File: config.mk
export PLATFORM = sky130hd
export DESIGN_NAME = crc_stream_engine
export DESIGN_NICKNAME = d
export VERILOG_FILES = /design/src/rtl/crc_stream_engine_pkg.sv /design/src/rtl/crc_stream_engine_step.sv /design/src/rtl/crc_stream_engine.sv
export SDC_FILE = /design/constraint.sdc
export NUM_CORES = 1
export LEC_CHECK = 0
export BUFFER_PORTS_ARGS = -buffer_cell sky130_fd_sc_hd__buf_2
export CAP_MARGIN = 25
export CORE_MARGIN = 4
export CORE_UTILIZATION = 50
export CTS_CLUSTER_SIZE = 20
export DETAILED_ROUTE_END_ITERATION = 10
export PLACE_DENSITY = 0.73
export SYNTH_ARGS = -nofsm -noshare
export SYNTH_HDL_FRONTEND = slang
export SYNTH_SLANG_ARGS = --single-unit
File: constraint.sdc
create_clock -name clk -period 2.26 [get_ports clk]
set_clock_uncertainty 0.1 [all_clocks]
set_input_delay 0.339 -clock clk [delete_from_list [all_inputs] [get_ports clk]]
set_output_delay 0.339 -clock clk [all_outputs]
set_load 0.005 [all_outputs]
File: src/rtl/crc_stream_engine_pkg.sv
// Shared CRC constants, frame FSM state type and bit-reverse helper
// used by the streaming CRC engine and its bench.
package crc_pkg;

  localparam logic [31:0] CRC32_POLY    = 32'h04C11DB7;
  localparam logic [31:0] CRC32_INIT    = 32'hFFFFFFFF;
  localparam logic [31:0] CRC32_XOR_OUT = 32'hFFFFFFFF;
  localparam logic [31:0] CRC32_RESIDUE = 32'hC704DD7B;

  typedef enum logic [1:0] {
    IDLE,
    RUN,
    DONE
  } state_t;

  // Reverses the low w bits of v; bits above w come back as zero.
  function automatic logic [63:0] bitrev(input logic [63:0] v, input int w);
    logic [63:0] r;
    logic [5:0]  idx;
    r = '0;
    for (int i = 0; i < 64; i++) begin
      if (i < w) begin
        idx  = 6'(w - 1 - i);
        r[i] = v[idx];
      end
    end
    return r;
  endfunction

endpackage

File: src/rtl/crc_stream_engine_step.sv
// Combinational CRC fold: applies DATA_W message bits to the remainder
// in one step, LSB first when REFLECT_IN is set, MSB first otherwise.
module crc_step #(
  parameter int               CRC_W      = 32,
  parameter int               DATA_W     = 8,
  parameter logic [CRC_W-1:0] POLY       = CRC_W'(32'h04C11DB7),
  parameter bit               REFLECT_IN = 1'b1
) (
  input  logic [CRC_W-1:0]  rem,
  input  logic [DATA_W-1:0] data,
  output logic [CRC_W-1:0]  next_rem
);

  always_comb begin
    next_rem = rem;
    for (int i = 0; i < DATA_W; i++) begin
      if (((REFLECT_IN ? data[i] : data[DATA_W-1-i]) ^ next_rem[CRC_W-1]) == 1'b1)
        next_rem = {next_rem[CRC_W-2:0], 1'b0} ^ POLY;
      else
        next_rem = {next_rem[CRC_W-2:0], 1'b0};
    end
  end

endmodule

File: src/rtl/crc_stream_engine.sv
// Framed streaming CRC engine: folds one beat per clock, reports the
// finished CRC and residue match in a one-cycle DONE slot after the last beat.
module crc_stream_engine
  import crc_pkg::*;
#(
  parameter int               CRC_W       = 32,
  parameter logic [CRC_W-1:0] POLY        = CRC_W'(CRC32_POLY),
  parameter logic [CRC_W-1:0] INIT        = {CRC_W{1'b1}},
  parameter logic [CRC_W-1:0] XOR_OUT     = {CRC_W{1'b1}},
  parameter int               DATA_W      = 8,
  parameter bit               REFLECT_IN  = 1'b1,
  parameter bit               REFLECT_OUT = 1'b1,
  parameter logic [CRC_W-1:0] RESIDUE     = '0
) (
  input  logic              clk,
  input  logic              reset,
  input  logic              start,
  input  logic              in_valid,
  input  logic [DATA_W-1:0] in_data,
  input  logic              in_last,
  output logic              in_ready,
  output logic              crc_valid,
  output logic [CRC_W-1:0]  crc_out,
  output logic              crc_match,
  output logic              busy
);

  state_t           state;
  logic [CRC_W-1:0] rem;
  logic [CRC_W-1:0] base;
  logic [CRC_W-1:0] next_rem;
  logic [CRC_W-1:0] finished;
  logic             accept;
  logic             last_beat;

  assign accept    = in_valid && in_ready;
  assign last_beat = accept && in_last;
  // A beat arriving with start belongs to the new frame, so fold it against INIT.
  assign base      = start ? INIT : rem;

  crc_step #(
    .CRC_W      (CRC_W),
    .DATA_W     (DATA_W),
    .POLY       (POLY),
    .REFLECT_IN (REFLECT_IN)
  ) u_step (
    .rem      (base),
    .data     (in_data),
    .next_rem (next_rem)
  );

  assign finished = (REFLECT_OUT ? CRC_W'(bitrev(64'(next_rem), CRC_W)) : next_rem) ^ XOR_OUT;

  always_ff @(posedge clk) begin
    if (reset) begin
      state     <= IDLE;
      rem       <= INIT;
      in_ready  <= 1'b1;
      crc_valid <= 1'b0;
      crc_out   <= '0;
      crc_match <= 1'b0;
      busy      <= 1'b0;
    end else begin
      crc_valid <= 1'b0;
      if (start) begin
        crc_out   <= '0;
        crc_match <= 1'b0;
      end
      if (last_beat) begin
        state     <= DONE;
        rem       <= INIT;
        in_ready  <= 1'b0;
        crc_valid <= 1'b1;
        crc_out   <= finished;
        crc_match <= (next_rem == RESIDUE);
        busy      <= 1'b0;
      end else if (accept) begin
        state <= RUN;
        rem   <= next_rem;
        busy  <= 1'b1;
      end else if (start) begin
        state    <= IDLE;
        rem      <= INIT;
        busy     <= 1'b0;
        in_ready <= 1'b1;
      end else if (state == DONE) begin
        state    <= IDLE;
        in_ready <= 1'b1;
      end
    end
  end

endmodule
==> results.txt <==
----------------------------------------------------
[Status]
  Outcome ... complete, but fails checks
  Violations in the final reports ... negative setup slack

[CTS]
  Maximum root-to-sink buffer count ... 2
  CTS Hold Buffers Added ... 0
  Inserted Clock Buffers ... 9
  CTS clk-pin slew, worst paths ... approximately 0.09 ns
  CTS Sinks ... 70
  Worst skew pair latency ... roughly 0.36 ns
  Root Buffer Master ... sky130_fd_sc_hd__clkbuf_8
  Clock tree from TritonCTS ... yes
  Htree depth ... 3

[Synth]
  Register bit total from synthesis ... 70
  Top cells by area in the synthesized netlist ... sky130_fd_sc_hd__dfxtp_1, sky130_fd_sc_hd__xnor2_1, sky130_fd_sc_hd__xnor3_1, sky130_fd_sc_hd__nand2_1, sky130_fd_sc_hd__o21ai_0
  Area share of the leading cell type in the synthesized netlist ... ~32%
  Post-synthesis sequential area ratio ... between 30% and 40%
  Average cell area after synthesis ... approximately 8.1 um2
  Post-synth net total ... 555
  Cell with the most instances after synthesis ... sky130_fd_sc_hd__dfxtp_1
  Most used DFF post-synth ... sky130_fd_sc_hd__dfxtp_1
  Synthesis Warnings ... 0
  Post-Syn Instances ... around 540
  Post-synthesis async set-or-reset flop share ... 0%
  Number of enable-type register cells in the synthesized netlist ... 0
  Netlist Area Pre-Place ... about 4400 um2
  Post-synth cell types ... between 50 and 60
  Post-synth top area cell ... sky130_fd_sc_hd__dfxtp_1
  Most frequent cells after synthesis ... sky130_fd_sc_hd__dfxtp_1, sky130_fd_sc_hd__nand2_1, sky130_fd_sc_hd__xnor2_1, sky130_fd_sc_hd__nor2_1

[Setup path]
  CP max FO ... 5
  Endpoint of the worst register-to-register path ... crc_out[20]
  Worst R2R Setup Slack ... -0.07 ns
  Path depth of the worst reg2reg path ... 7
  Arr. time, crit path ... between 2 and 3 ns
  Cell with the most instances on the worst path ... sky130_fd_sc_hd__a211o_1
  Longest individual stage delay on the worst path ... around 0.38 ns
  Crit Path Category ... flip-flop to flip-flop
  Critical path startpoint category ... flip-flop
  Max stage delay cell, worst path ... sky130_fd_sc_hd__dfxtp_4
  Crit path capture type ... flip-flop
  CP Data Required Time ... 2.45 ns
  Worst r2r src ... rem[30]
  Critical Path, Cell by Cell ... xnor2_4 > or3_4 > a211o_1 > a211o_1 > and2_4 > or3_1 > a21oi_1

[Detailed routing]
  Number of violations reported at the end of detailed-routing iteration 0 ... roughly 300
  DRC violations left ... 0
  DR WL/cell ... between 15 and 20 um
  Detailed Routing Iterations Pass 1 ... 5
  Via-per-instance ratio ... 5.71
  Routed Wire Length ... 13600 um
  Post-route antenna net violation count ... 0
  Total via count in the routed design ... roughly 4400

[Placed design]
  Placed Instances ... approximately 740
  Number of input and output port buffers inserted ... 48
  GP Congestion ... between 0.9 and 1
  HPWL reported at the end of detailed placement ... between 9000 and 10000 um
  Post-Place Worst Slack ... -0.223 ns

[Layout]
  Layout cells sized above 1 ... about 33%
  Antenna fix cells ... 0
  Net count reported at finish ... about 670
  Area added between synthesis and finish ... 34.7%
  Finished Layout Cells ... around 760

[Pwr]
  Max rail drop VDD ... 0.472 mV
  Leakage ... between 2 and 3 nW
  Total power per unit cell area ... 758 nW/um2

[STA]
  Final count of hold timing violations ... 0
  Max transition margin ... approximately two thirds
  Slew @ Worst Pin ... 0.487 ns
  Setup slack after layout ... -0.0745 ns
  Maximum clock frequency ... between 0.4 and 0.5 GHz
  RSZ-0062 raised after global routing ... true
  Minimum hold slack ... 0.0985 ns
  Final Critical Period ... around 2.3 ns
  Final setup violating endpoints ... 3
  Final count of pins violating max slew ... 0
  Post-route fraction of the period consumed by the critical path ... 103%

[Floorplanning]
  Full die area ... a little over 10000 um2
  Die outline width ... 101 um
  Initial core utilization ... about 52%
  Die Ht ... 101 um
  I/O pins ... a little under 50
  Core outline area ... approximately 8300 um2
  Placement Rows ... 33

[Global routing]
  Overflow left after global routing ... 0
  Initial antenna violation count ... 0
  Pin count of the biggest net entering global routing ... 52
  Vias in the first global route ... between 4000 and 5000
  All-layer global routing usage ... 27.4%
  Global-route wire length before repair ... roughly 22000 um

[Min path]
  End point of the worst hold path ... crc_valid
  Hold Path Class ... primary input to flip-flop
  Hold path startpoint ... reset
  Instance count along the most critical hold path ... 2

[Job]
  Max-Cap Viols ... 0

----------------------------------------------------
[cells in the final DEF (no fill, tap or decap), drive strengths merged, types with 3 or more instances in the layout]
cell type / n
buf: 148
nand3: 27
nor2: 45
a211oi: 7
or2: 5
and2: 5
xnor2: 52
o21a: 5
inv: 5
a21oi: 29
o211ai: 6
a211o: 4
clkinv: 3
a31oi: 6
nor2b: 11
o21ai: 35
and3: 5
nor4: 3
clkbuf: 10
nor3: 24
xnor3: 15
dfxtp: 70
nand3b: 3
xor2: 14
nand4: 8
mux2i: 5
or3: 7
nand2b: 3
nand2: 64
o31ai: 8
[report_power, final]
group	switching, mW	total, mW	internal (mW)	leakage [nW]
Combinational	0.898	1.84	0.946	1.88
Sequential	0.0949	1.44	1.34	0.571
Clock	0.551	1.18	0.630	0.107
[stage by stage]
stage / util [%] / total power, mW / cell area [um2] / setup TNS, ns
after floorplan: - / 2.47 / 4480 / -0.0823
after global placement: 64.6 / 3.06 / 5390 / -1.66
after detailed placement: 64.6 / 3.09 / 5390 / -2.91
after CTS: 68.8 / 4.34 / 5740 / -0.149
after global routing: 70.6 / 4.68 / 5880 / -0.664
final: 70.6 / 4.46 / 5880 / -0.158
[kinds of logic after synthesis]
group	after synthesis	synth area share [%]
fa+ha+maj	1	0.286
buf+inv	52	4.70
simple gates	213	23.2
flops	70	32.1
compound gates	116	16.6
mux	7	1.66
xor+xnor	82	21.5
[routing by layer]
layer	part of all wire, %	track usage, %
met1	43	38.4
met5	0	0
met3	6.5	4.55
met4	2.6	8.38
met2	48	43.4
[critical path, delay by kind of cell, from the launching register on]
kind,cells,cell delay [ns]
xor gates and xnor gates,1,0.14
AOI/OAI and AO/OA,3,0.85
and+or+nand+nor,3,0.80
DFF,1,0.38
[what timing repair did]
item | in CTS | in global routing
setup buffers | 7 | 3
pin swaps | 12 | 11
gates resized for setup | 18 | 25
setup endpoints to repair | 17 | 16
[state kept, by name, indices dropped and copies added, names as in the netlist]
register and cells:
crc_out 32, rem 32, state 2, busy 1, crc_match 1, crc_valid 1, in_ready 1
[layout make-up]
cell class	count	area (um2)
clock buffer	10	128
clock inverter	6	93.8
fill	643	2460
inverter	5	18.8
multi-input combinational	419	3010
sequential	70	1420
tap	105	131
timing repair buffer	148	1080
[worst max-delay path by stage]
stage                        from          end
after floorplan           rem[30]  crc_out[20]
after global placement      start    crc_match
after detailed placement  rem[30]  crc_out[20]
after CTS                 rem[30]  crc_out[20]
after global routing      rem[28]    crc_match
final                     rem[30]  crc_out[20]
Note: power is estimated with default switching activity, not from simulation.
